`src/rtl/nvdla_slcg_pkg.sv`:
```
// Shared types for the NVDLA second-level clock gate.
// State encoding and statistics counter width.
package nvdla_slcg_pkg;

  localparam int SLCG_STATE_W = 2;
  localparam int SLCG_STAT_W  = 32;

  typedef enum logic [SLCG_STATE_W-1:0] {
    SLCG_RUN   = 2'd0,
    SLCG_DRAIN = 2'd1,
    SLCG_OFF   = 2'd2
  } slcg_state_e;

endpackage

```
`src/rtl/nvdla_slcg_icg.sv`:
```
// Behavioural latch-based clock gate.
// Replaced by the library ICG cell at synthesis.
module nvdla_slcg_icg (
  input  logic clk_i,
  input  logic en_i,
  output logic gclk_o
);

  logic en_lat_q;

  // Transparent while the clock is low, so enable edges never clip a pulse.
  always_latch begin
    if (!clk_i) en_lat_q <= en_i;
  end

  assign gclk_o = clk_i & en_lat_q;

endmodule

```
`src/rtl/nvdla_slcg_hyst_ctrl.sv`:
```
// SLCG controller with idle hysteresis and latch-based gate.
// Optional gated-cycle statistics under NVDLA_SLCG_STATS_EN.
module nvdla_slcg_hyst_ctrl
  import nvdla_slcg_pkg::*;
#(
  parameter int NUM_SRC = 2,
  parameter int HYST_W  = 4
) (
  input  logic                    nvdla_core_clk,
  input  logic                    nvdla_core_rstn,
  input  logic [NUM_SRC-1:0]      slcg_en_src,
  input  logic [HYST_W-1:0]       cfg_hyst_cycles,
  input  logic                    dla_clk_ovr_on_sync,
  input  logic                    global_clk_ovr_on_sync,
  input  logic                    tmc2slcg_disable_clock_gating,
  output logic                    nvdla_core_gated_clk,
  output logic                    slcg_clk_en,
  output logic [SLCG_STATE_W-1:0] slcg_state,
  output logic [SLCG_STAT_W-1:0]  slcg_gated_cycles
);

  slcg_state_e       state_q, state_d;
  logic [HYST_W-1:0] cnt_q, cnt_d;
  logic              req;
  logic              ovr;
  logic              en_reg;

  assign req = |slcg_en_src;
  assign ovr = dla_clk_ovr_on_sync
             | global_clk_ovr_on_sync
             | tmc2slcg_disable_clock_gating;

  always_ff @(posedge nvdla_core_clk or negedge nvdla_core_rstn) begin
    if (!nvdla_core_rstn) begin
      state_q <= SLCG_RUN;
      cnt_q   <= '0;
    end else begin
      state_q <= state_d;
      cnt_q   <= cnt_d;
    end
  end

  always_comb begin
    state_d = state_q;
    cnt_d   = cnt_q;
    unique case (state_q)
      SLCG_RUN: begin
        if (!req) begin
          if (cfg_hyst_cycles == '0) begin
            state_d = SLCG_OFF;
          end else begin
            state_d = SLCG_DRAIN;
            cnt_d   = HYST_W'(1);
          end
        end
      end
      SLCG_DRAIN: begin
        if (req) begin
          state_d = SLCG_RUN;
          cnt_d   = '0;
        end else if (cnt_q >= cfg_hyst_cycles) begin
          state_d = SLCG_OFF;
        end else if (cnt_q != '1) begin
          cnt_d = cnt_q + HYST_W'(1);
        end
      end
      SLCG_OFF: begin
        if (req) begin
          state_d = SLCG_RUN;
          cnt_d   = '0;
        end
      end
      default: begin
        state_d = SLCG_RUN;
        cnt_d   = '0;
      end
    endcase
  end

  // Overrides bypass the FSM so they act within the current low phase.
  assign en_reg      = (state_q != SLCG_OFF);
  assign slcg_clk_en = en_reg | ovr;
  assign slcg_state  = state_q;

  nvdla_slcg_icg u_icg (
    .clk_i  (nvdla_core_clk),
    .en_i   (slcg_clk_en),
    .gclk_o (nvdla_core_gated_clk)
  );

`ifdef NVDLA_SLCG_STATS_EN
  logic [SLCG_STAT_W-1:0] stat_q;

  always_ff @(posedge nvdla_core_clk or negedge nvdla_core_rstn) begin
    if (!nvdla_core_rstn) begin
      stat_q <= '0;
    end else if (!slcg_clk_en && stat_q != '1) begin
      stat_q <= stat_q + SLCG_STAT_W'(1);
    end
  end

  assign slcg_gated_cycles = stat_q;
`else
  assign slcg_gated_cycles = '0;
`endif

endmodule

```
`config.mk`:
```
export PLATFORM = sky130hd
export DESIGN_NAME = nvdla_slcg_hyst_ctrl
export DESIGN_NICKNAME = d
export VERILOG_FILES = /design/src/rtl/nvdla_slcg_pkg.sv /design/src/rtl/nvdla_slcg_icg.sv /design/src/rtl/nvdla_slcg_hyst_ctrl.sv
export SDC_FILE = /design/constraint.sdc
export NUM_CORES = 1
export LEC_CHECK = 0
export CAP_MARGIN = 20
export CELL_PAD_IN_SITES_DETAIL_PLACEMENT = 1
export CELL_PAD_IN_SITES_GLOBAL_PLACEMENT = 1
export CORE_MARGIN = 5
export CORE_UTILIZATION = 38
export CTS_CLUSTER_SIZE = 25
export DETAILED_ROUTE_END_ITERATION = 10
export DONT_BUFFER_PORTS = 1
export PLACE_DENSITY_LB_ADDON = 0.1
export SYNTH_ARGS = -nofsm -noshare
export SYNTH_HDL_FRONTEND = slang
export SYNTH_SLANG_ARGS = --single-unit
```
`constraint.sdc`:
```
create_clock -name nvdla_core_clk -period 2.11 [get_ports nvdla_core_clk]
set_clock_uncertainty 0.15 [all_clocks]
set_input_delay 0.3165 -clock nvdla_core_clk [delete_from_list [all_inputs] [get_ports nvdla_core_clk]]
set_output_delay 0.3165 -clock nvdla_core_clk [all_outputs]
set_load 0.005 [all_outputs]
```
==> flow_summary.json <==
{
  "vias": 598,
  "rsz0062_at_grt": "yes",
  "drive_above_1_share_pct": 21.50,
  "gr-total-overflow": 0,
  "final_cell_mix": "conb_1, inv_1, nor2_1",
  "top_layer": "met4",
  "power_frac_clock_pct": 45.7,
  "final_max_slew_viol_count": 0,
  "power_uw": 530.0,
  "critPathKind": "latch -> out",
  "port_buffers": 0,
  "avgSynthCellArea_um2": 8.610,
  "p_sw_share_pct": 32.33,
  "grt_max_degree": 7,
  "ios": 47,
  "setup_ws_ps": -322.2,
  "cts_tree": "done",
  "hold_viol_final": 0,
  "synth_ff_type": "dfrtp_1",
  "routabilityCongestion": 0.7389,
  "clock_latency_ps": 370,
  "timing.hold.ws_ps": 7.740,
  "maxCapViolations": 0,
  "fin_nets": 124,
  "end_kind": "output port",
  "cpLargestDelayFamily": "latches",
  "hold_path.class": "in -> reg",
  "fp-row-count": 16,
  "synth_seq_cells": 7,
  "via_per_inst": 4.463,
  "p_leak_nw": 0.4153,
  "start_kind": "latch",
  "coreArea_um2": 1982,
  "irDropWorstVdd_mv": 0.3751,
  "met1Wirelength_um": 685,
  "wl_per_cell_um": 12.25,
  "intPower_uw": 358.6,
  "worstPathMaxFanout": 1,
  "antenna_found_initial": 0,
  "power_frac_seq_pct": 26.9,
  "area_delta_synth_final_pct": 3.437,
  "die-area_um2": 3125,
  "first_global_vias": 628,
  "synth_cell_types": 33,
  "status": "finished with violations",
  "grt_usage_pct": 10.64,
  "yosysWarnings": 0,
  "comb_power_share_pct": 27.5,
  "route.met2.wl_um": 784,
  "crit_chain": "and2_4",
  "post-dp-hpwl_um": 1372,
  "syn-cell-area_um2": 800.8,
  "max_stage_delay_ps": 390,
  "arrival_ps": 1970,
  "routed_wl_um": 1641,
  "clkTransAtPathRegs_ps": 70,
  "powerDensity_nw_per_um2": 639.9,
  "initial_utilization_pct": 40.40,
  "drtAntennaViolNets": 0,
  "die_h_um": 55.91,
  "p_switching_uw": 171.4,
  "drc": 0,
  "drt_pass1_iterations": 4,
  "crit_buf_inv": 0,
  "violations": "negative setup slack",
  "num_antenna_cells": 0,
  "cpMaxStageDelayCell": "dlxtn_1",
  "drt-initial-drc-count": 13,
  "syn_inst": 93,
  "worstPathRequired_ps": 1640,
  "finalSetupViolCount": 2,
  "post-cts-setup-buffer-count": 0,
  "async_flop_share_pct": 85.71,
  "synth_edf_count": 0,
  "layout_commonest_cell": "conb_1",
  "wl_met3_um": 160,
  "die_w_um": 55.91,
  "grt_pass1_wl_um": 2649
}
==> cell families (layout without fill, tap and decap cells) <==
| family | count (synthesis) | after routing | share of synthesized area (%) |
|---|---|---|---|
| mux | 1 | 1 | 1.250 |
| buf+inv | 40 | 23 | 33.75 |
| latches | 1 | 1 | 1.874 |
| fa+ha+maj | 5 | 5 | 7.813 |
| simple gates | 23 | 23 | 18.59 |
| compound gates | 16 | 16 | 17.50 |
| other cells | 1 | 32 | 0.4683 |
| flops | 6 | 6 | 18.75 |
==> Yosys cell counts (2+ instances only) <==
cell type,count,share of area [%]
dfrtp_1,6,19
inv_1,8,3.8
a21oi_1,4,2.5
nand3_1,2,1.3
buf_4,32,30
nor2_1,7,3.3
nand2_1,2,0.94
ha_1,5,7.8
nor3_1,3,1.9
==> repair_timing <==
action                                  CTS  global route
hold buffers                              2             0
resized for setup                         1             0
hold endpoints to repair                  7             0
pin swaps                                 0             2
endpoints found under the setup margin    2             3
==> metal layers <==
layer | track usage (%) | vias to the layer above
met5 | 0 | -
met4 | 6.102 | 0
met3 | 3.480 | 2
met2 | 17.74 | 31
met1 | 11.79 | 282
li1 | - | 283
==> power groups by stage <==
stage               clock network [mW]  logic (mW)  registers, mW
floorplan                       0.0178       0.137          0.152
global placement                0.0178       0.134          0.145
detailed placement              0.0178       0.138          0.145
CTS                              0.256       0.144          0.143
global route                     0.263       0.162          0.144
finish                           0.242       0.146          0.142
==> metrics by stage <==
| stage | std cells | util [%] | cell area [µm²] | setup TNS [ps] | setup slack [ps] |
|---|---|---|---|---|---|
| 2_1_floorplan | 124 | - | 917.1 | 0 | 73.39 |
| 3_3_place_gp | 125 | 38.13 | 755.7 | 0 | 100.5 |
| 3_5_place_dp | 125 | 38.13 | 755.7 | 0 | 65.20 |
| 4_1_cts | 134 | 41.79 | 828.3 | -337.5 | -337.5 |
| 5_1_grt | 134 | 41.79 | 828.3 | -358.0 | -358.0 |
| 6_report | 134 | 41.79 | 828.3 | -322.2 | -322.2 |
==> worst paths after layout <==
kind / endpoint / startpoint / cells past startpoint / slack [ps]
max in group asynchronous: cnt_q[3] / nvdla_core_rstn / 1 / 1430
min reg2reg: cnt_q[1] / cnt_q[1] / 2 / 460
min in group asynchronous: cnt_q[1] / nvdla_core_rstn / 1 / 120
max: nvdla_core_gated_clk / u_icg.en_lat_q / 1 / -320
max reg2reg: cnt_q[3] / cnt_q[1] / 5 / 110
min: slcg_state[1] / slcg_en_src[1] / 2 / 8
==> worst register-to-register path, stage by stage (launching register included) <==
cell and delay (ps):
dfrtp_1 420, ha_1 330, a2111oi_4 430, o21ai_2 160
nor4_2 250, a2bb2oi_1 170
==> final cells by class <==
cell class	count	area [µm²]
clock inverter	1	5.005
fill	258	1154
tap	27	33.78
timing repair buffer	8	65.06
sequential	7	165.2
clock buffer	6	45.04
inverter	8	30.03
multi-input combinational	77	484.2
==> flip-flops by register name (all words and copies together), names as in the netlist <==
| name | count |
|---|---|
| cnt_q | 4 |
| slcg_state | 2 |
| u_icg.en_lat_q | 1 |
Power figures use the tool's default switching activity.
